[config.mk]
export PLATFORM = sky130hd
export DESIGN_NAME = uart_cmd_engine
export DESIGN_NICKNAME = d
export VERILOG_FILES = /design/src/rtl/uart_cmd_engine.sv
export SDC_FILE = /design/constraint.sdc
export NUM_CORES = 1
export LEC_CHECK = 0
export CAP_MARGIN = 20
export CORE_MARGIN = 4
export CORE_UTILIZATION = 51
export DETAILED_ROUTE_END_ITERATION = 10
export PLACE_DENSITY = 0.75
export SLEW_MARGIN = 40
export SYNTH_ARGS = -nofsm -noshare
export SYNTH_HDL_FRONTEND = slang
export SYNTH_SLANG_ARGS = --single-unit
[constraint.sdc]
create_clock -name clk -period 2.2 [get_ports clk]
set_input_delay 0.33 -clock clk [delete_from_list [all_inputs] [get_ports clk]]
set_output_delay 0.33 -clock clk [all_outputs]
set_load 0.02 [all_outputs]
[src/rtl/uart_cmd_engine.sv]
// PIO-controlled 8N1 UART: command-word edge detection, independent TX and RX engines,
// and sticky receive status flags cleared by command.
module uart_cmd_engine #(
    parameter int CLKS_PER_BIT = 434
) (
    input  logic       clk,
    input  logic       reset_n,
    input  logic [2:0] cmd_i,
    input  logic [7:0] tx_data_i,
    input  logic       uart_rx_i,
    output logic [2:0] status_o,
    output logic [7:0] rx_data_o,
    output logic       uart_tx_o
);

    localparam int CW = (CLKS_PER_BIT > 1) ? $clog2(CLKS_PER_BIT) : 1;
    localparam logic [CW-1:0] BIT_LAST  = CW'(CLKS_PER_BIT - 1);
    localparam logic [CW-1:0] HALF_LAST = CW'(CLKS_PER_BIT / 2 - 1);

    typedef enum logic [1:0] {
        ST_IDLE  = 2'd0,
        ST_START = 2'd1,
        ST_DATA  = 2'd2,
        ST_STOP  = 2'd3
    } uart_state_e;

    logic [2:0]  cmd_prev_r;
    logic [1:0]  rx_sync_r;
    logic        tx_start_s;
    logic        clear_s;
    logic        rx_enable_s;
    logic        rx_line_s;

    uart_state_e tx_state_r, tx_state_n;
    logic [CW-1:0] tx_cnt_r, tx_cnt_n;
    logic [2:0]  tx_bit_r, tx_bit_n;
    logic [7:0]  tx_shreg_r, tx_shreg_n;
    logic        tx_line_r, tx_line_n;
    logic        tx_busy_r, tx_busy_n;

    uart_state_e rx_state_r, rx_state_n;
    logic [CW-1:0] rx_cnt_r, rx_cnt_n;
    logic [2:0]  rx_bit_r, rx_bit_n;
    logic [7:0]  rx_shreg_r, rx_shreg_n;
    logic [7:0]  rx_data_r, rx_data_n;
    logic        rx_valid_r, rx_valid_n;
    logic        rx_error_r, rx_error_n;
    logic        set_valid_s;
    logic        set_error_s;

    // Previous command bits for edge detection; cleared by reset so a held bit reads as an edge
    always_ff @(posedge clk or negedge reset_n) begin
        if (!reset_n) begin
            cmd_prev_r <= 3'b000;
        end else begin
            cmd_prev_r <= cmd_i;
        end
    end

    // Two-flop synchronizer for the asynchronous serial input, idle high
    always_ff @(posedge clk or negedge reset_n) begin
        if (!reset_n) begin
            rx_sync_r <= 2'b11;
        end else begin
            rx_sync_r <= {rx_sync_r[0], uart_rx_i};
        end
    end

    assign tx_start_s  = cmd_i[0] & ~cmd_prev_r[0];
    assign clear_s     = cmd_i[2] & ~cmd_prev_r[2];
    assign rx_enable_s = cmd_i[1];
    assign rx_line_s   = rx_sync_r[1];

    // TX next-state logic; line and busy are computed from the next state so they register cleanly
    always_comb begin
        tx_state_n = tx_state_r;
        tx_cnt_n   = tx_cnt_r;
        tx_bit_n   = tx_bit_r;
        tx_shreg_n = tx_shreg_r;
        case (tx_state_r)
            ST_IDLE: begin
                tx_cnt_n = {CW{1'b0}};
                if (tx_start_s) begin
                    tx_state_n = ST_START;
                    tx_shreg_n = tx_data_i;
                    tx_bit_n   = 3'd0;
                end else begin
                    tx_state_n = ST_IDLE;
                end
            end
            ST_START: begin
                if (tx_cnt_r == BIT_LAST) begin
                    tx_state_n = ST_DATA;
                    tx_cnt_n   = {CW{1'b0}};
                end else begin
                    tx_cnt_n = tx_cnt_r + CW'(1);
                end
            end
            ST_DATA: begin
                if (tx_cnt_r == BIT_LAST) begin
                    tx_cnt_n = {CW{1'b0}};
                    if (tx_bit_r == 3'd7) begin
                        tx_state_n = ST_STOP;
                    end else begin
                        tx_bit_n   = tx_bit_r + 3'd1;
                        tx_shreg_n = {1'b0, tx_shreg_r[7:1]};
                    end
                end else begin
                    tx_cnt_n = tx_cnt_r + CW'(1);
                end
            end
            ST_STOP: begin
                if (tx_cnt_r == BIT_LAST) begin
                    tx_state_n = ST_IDLE;
                    tx_cnt_n   = {CW{1'b0}};
                end else begin
                    tx_cnt_n = tx_cnt_r + CW'(1);
                end
            end
            default: begin
                tx_state_n = ST_IDLE;
                tx_cnt_n   = {CW{1'b0}};
            end
        endcase

        case (tx_state_n)
            ST_START: tx_line_n = 1'b0;
            ST_DATA:  tx_line_n = tx_shreg_n[0];
            default:  tx_line_n = 1'b1;
        endcase
        tx_busy_n = (tx_state_n != ST_IDLE);
    end

    // TX state and registered serial output
    always_ff @(posedge clk or negedge reset_n) begin
        if (!reset_n) begin
            tx_state_r <= ST_IDLE;
            tx_cnt_r   <= {CW{1'b0}};
            tx_bit_r   <= 3'd0;
            tx_shreg_r <= 8'h00;
            tx_line_r  <= 1'b1;
            tx_busy_r  <= 1'b0;
        end else begin
            tx_state_r <= tx_state_n;
            tx_cnt_r   <= tx_cnt_n;
            tx_bit_r   <= tx_bit_n;
            tx_shreg_r <= tx_shreg_n;
            tx_line_r  <= tx_line_n;
            tx_busy_r  <= tx_busy_n;
        end
    end

    // RX next-state logic; dropping rx_enable aborts without touching data or flags
    always_comb begin
        rx_state_n  = rx_state_r;
        rx_cnt_n    = rx_cnt_r;
        rx_bit_n    = rx_bit_r;
        rx_shreg_n  = rx_shreg_r;
        rx_data_n   = rx_data_r;
        set_valid_s = 1'b0;
        set_error_s = 1'b0;
        if (!rx_enable_s && (rx_state_r != ST_IDLE)) begin
            rx_state_n = ST_IDLE;
            rx_cnt_n   = {CW{1'b0}};
        end else begin
            case (rx_state_r)
                ST_IDLE: begin
                    rx_cnt_n = {CW{1'b0}};
                    if (rx_enable_s && !rx_line_s) begin
                        rx_state_n = ST_START;
                        rx_bit_n   = 3'd0;
                    end else begin
                        rx_state_n = ST_IDLE;
                    end
                end
                ST_START: begin
                    if (rx_cnt_r == HALF_LAST) begin
                        rx_cnt_n   = {CW{1'b0}};
                        rx_state_n = rx_line_s ? ST_IDLE : ST_DATA;
                    end else begin
                        rx_cnt_n = rx_cnt_r + CW'(1);
                    end
                end
                ST_DATA: begin
                    if (rx_cnt_r == BIT_LAST) begin
                        rx_cnt_n   = {CW{1'b0}};
                        rx_shreg_n = {rx_line_s, rx_shreg_r[7:1]};
                        if (rx_bit_r == 3'd7) begin
                            rx_state_n = ST_STOP;
                        end else begin
                            rx_bit_n = rx_bit_r + 3'd1;
                        end
                    end else begin
                        rx_cnt_n = rx_cnt_r + CW'(1);
                    end
                end
                ST_STOP: begin
                    if (rx_cnt_r == BIT_LAST) begin
                        rx_cnt_n   = {CW{1'b0}};
                        rx_state_n = ST_IDLE;
                        if (rx_line_s) begin
                            rx_data_n   = rx_shreg_r;
                            set_valid_s = 1'b1;
                        end else begin
                            set_error_s = 1'b1;
                        end
                    end else begin
                        rx_cnt_n = rx_cnt_r + CW'(1);
                    end
                end
                default: begin
                    rx_state_n = ST_IDLE;
                    rx_cnt_n   = {CW{1'b0}};
                end
            endcase
        end
        // A set in the same cycle as a clear takes priority
        rx_valid_n = set_valid_s | (rx_valid_r & ~clear_s);
        rx_error_n = set_error_s | (rx_error_r & ~clear_s);
    end

    // RX state, received byte and sticky flags
    always_ff @(posedge clk or negedge reset_n) begin
        if (!reset_n) begin
            rx_state_r <= ST_IDLE;
            rx_cnt_r   <= {CW{1'b0}};
            rx_bit_r   <= 3'd0;
            rx_shreg_r <= 8'h00;
            rx_data_r  <= 8'h00;
            rx_valid_r <= 1'b0;
            rx_error_r <= 1'b0;
        end else begin
            rx_state_r <= rx_state_n;
            rx_cnt_r   <= rx_cnt_n;
            rx_bit_r   <= rx_bit_n;
            rx_shreg_r <= rx_shreg_n;
            rx_data_r  <= rx_data_n;
            rx_valid_r <= rx_valid_n;
            rx_error_r <= rx_error_n;
        end
    end

    assign uart_tx_o = tx_line_r;
    assign rx_data_o = rx_data_r;
    assign status_o  = {rx_error_r, rx_valid_r, tx_busy_r};

endmodule

==> results.tsv <==
stage	metric	value	unit
cts	total clock sinks	60	
drt	antenna viol nets, final	0	
cts	clk root buf	clkbuf_8	
drt	Total Wirelength	5.00	mm
setup_path	FF-to-FF End	rx_data_o[5]	
synth	register area share after synthesis	54.0	%
placed_design	dpl ws	0.111	ns
synth	Synth Area in Compound Gates	7.72	%
timing	endpoints failing setup	0	
floorplan	Chip Width	81.9	um
setup_path	Worst Path Required	2.42	ns
synth	flops & latches, synth	60	
synth	Avg Cell Area, Syn	11.5	um2
pwr	Pwr Total	2.20	mW
cells_and_area	layout cell share with drive strength beyond 1	18.9	%
synth	adder-cell share of the synthesized area	4.04	%
setup_path	CP endpoint kind	flip-flop	
synth	mux cell area share after synthesis	7.63	%
cts	CTS HTree Levels	3	
synth	Post-Synth Simple-Gate Area	19.1	%
cells_and_area	Layout fillers	412	
cells_and_area	final instance area	0.00335	mm2
cts	# hold bufs at CTS	0	
placed_design	placed instance count	339	
pwr	worst vdd ir	0.391	mV
synth	Synth cell types	48	
placed_design	PortBufs	25	
cts	worst-case clock buffer depth	2	
synth	Post-Synth XOR/XNOR Area	4.71	%
setup_path	Setup crit start kind	flip-flop	
pwr	cell area power density	656	mW/mm2
cts	Reg clk slew, reported paths	0.07	ns
global_route	antenna violations before repair	0	
global_route	number of global-route vias before repair	1925	
synth	post-synthesis net count	266	
floorplan	Boundary Pins	26	
drt	Vias/cell	5.38	
cells_and_area	Finished Layout Cells	355	
pwr	leakage	1.52	nW
floorplan	Initial Util	53.5	%
cts	latest clock arrival within the worst-skew pair	0.33	ns
timing	Final WS setup	0.161	ns
global_route	maximum number of pins on one net before global-route repair	61	
synth	Yosys top cell by area	dfrtp_1	
timing	unrepaired setup endpoints after global routing	false	
cts	Post-CTS Setup Inserts	0	
synth	EDFF count, synth	0	
timing	Worst-Margin Slew	0.734	ns
timing	f_max	0.490	GHz
setup_path	r2r worst-path depth	7	
drt	Pre-antenna DRT Iters	4	
drt	drt drc	0	
floorplan	Rows	26	
synth	largest family of logic cells by synthesized area	simple AND/OR/NAND/NOR gates	
synth	synthesis warning total	0	
synth	Synth Flop Type	dfrtp_1	
setup_path	slowest stage delay, CP	0.42	ns
placed_design	gpl congestion	0.825	
synth	ys async rst share	100	%
synth	Post-Synthesis Cell Area	0.00279	mm2
synth	synth top area cells	dfrtp_1, mux2_2, ha_1	
cells_and_area	commonest non-fill, non-tap cell in the layout	dfrtp_1	
setup_path	FF-to-FF setup slack	0.16	ns
cts	post_cts resized	0	
run	Max-cap violations	0	
timing	Final Slew Violations	0	
cts	CTS Buf Count	9	
timing	Slew HR	51.0	%
setup_path	data arrival time of the critical path	2.26	ns
timing	skew final	0.00771	ns
setup_path	reg2reg start	rx_cnt_r[1]	
drt	routed length per instance	14.1	um
timing	TNS Setup	0	ns
drt	Starting DRT DRC Count	83	
cells_and_area	commonest cells after routing, fill and taps aside	dfrtp_1, nand2_1, nor2_1	
global_route	first-pass GRT wire length	8.75	mm
cells_and_area	antenna diode count	0	
drt	DR vias	1911	
floorplan	full die area	0.00671	mm2
global_route	gr ovfl total	0	
floorplan	Die Y	81.9	um
synth	Mapped Cells	243	
placed_design	HPWL Detailed	3.50	mm
floorplan	core area	0.00520	mm2
timing	post-layout min period	2.04	ns
min_path	Worst Hold Class	in -> async	
timing	final hold slack	0.130	ns
cells_and_area	Core Util, Final	64.4	%
cells_and_area	nets	303	
timing	Hold Violations, Final	0	
synth	Synth top area share	51.2	%
timing	Final period util	92.7	%
setup_path	Critical-path top delay cell	dfrtp_1	
cts	TritonCTS clock tree	built	
setup_path	CP Launch Point	rx_cnt_r[1]	
cells_and_area	Layout area overhead	20.3	%
setup_path	Crit Path Category	reg -> reg	
placed_design	Post-DP Area	0.00314	mm2
global_route	Total Routing Usage GR	17.3	%
run_status	outcome	finished clean	
setup_path	worst-path maximum fanout	9	
setup_path	sequence of cells on the critical path	inv_1 > ha_1 > nand4bb_4 > or3_4 > nor4_4 > buf_4 > mux2_2	
==> flip-flops by register name, summed over array words and instances (netlist names) <==
name	cells
cmd_prev_r	2
rx_bit_r	3
rx_cnt_r	9
rx_data_o	8
rx_error_r	1
rx_shreg_r	8
rx_state_r	2
rx_sync_r	2
rx_valid_r	1
tx_bit_r	3
tx_busy_r	1
tx_cnt_r	9
tx_shreg_r	8
tx_state_r	2
uart_tx_o	1
==> worst max-delay path: cells and delay by family, from the launching register on <==
family | cells | cell delay (ns)
AND/OR/NAND/NOR | 3 | 0.65
adder cells (fa/ha/maj) | 1 | 0.19
flip-flops | 1 | 0.42
multiplexers | 1 | 0.35
buffers and inverters | 2 | 0.31
==> worst max path at each step <==
| stage | to | slack [ns] | cells after the start |
|---|---|---|---|
| finish | rx_data_o[5] | 0.16 | 7 |
| global route | rx_data_o[6] | 0.05 | 7 |
| CTS | rx_data_o[5] | 0.11 | 7 |
| detailed placement | rx_data_o[5] | 0.11 | 7 |
| global placement | rx_data_o[3] | 0.16 | 7 |
| floorplan | rx_data_o[0] | 0.11 | 7 |
==> synthesized netlist by cell type, types with 4 or more instances <==
| master | n |
|---|---|
| xnor2_1 | 7 |
| nand3_1 | 7 |
| clkbuf_1 | 4 |
| ha_1 | 9 |
| inv_1 | 9 |
| o21ai_0 | 6 |
| a22oi_1 | 6 |
| nor2b_1 | 4 |
| xor2_1 | 8 |
| nand2_1 | 27 |
| mux2_2 | 18 |
| dfrtp_1 | 57 |
| nor2_1 | 25 |
==> area by class of cell <==
class	count	area [um2]	share of cell area [%]
clock inverter	6	63.8	1.90
sequential	60	1510	44.9
tap	70	87.6	2.61
multi-input combinational	166	1210	36.1
inverter	9	33.8	1.01
timing repair buffer	34	313	9.34
clock buffer	10	138	4.11
==> cell families after synthesis <==
family,Yosys count
simple gates,93
flops,60
compound gates,30
mux,19
buf+inv,17
xor+xnor,15
fa+ha+maj,9
==> power breakdown <==
| group | leakage (nW) | switching [mW] | internal (mW) |
|---|---|---|---|
| logic | 0.641 | 0.0482 | 0.0360 |
| clock network | 0.0983 | 0.432 | 0.551 |
| registers | 0.779 | 0.0101 | 1.12 |
==> layer usage <==
| metal | vias up | wire length, um | GRT usage (%) |
|---|---|---|---|
| li1 | 932 | - | - |
| met1 | 942 | 2390 | 21.6 |
| met2 | 30 | 2360 | 27.7 |
| met3 | 7 | 189 | 6.47 |
| met4 | 0 | 55 | 5.81 |
| met5 | - | 0 | 0 |
Power figures use the tool's default switching activity.
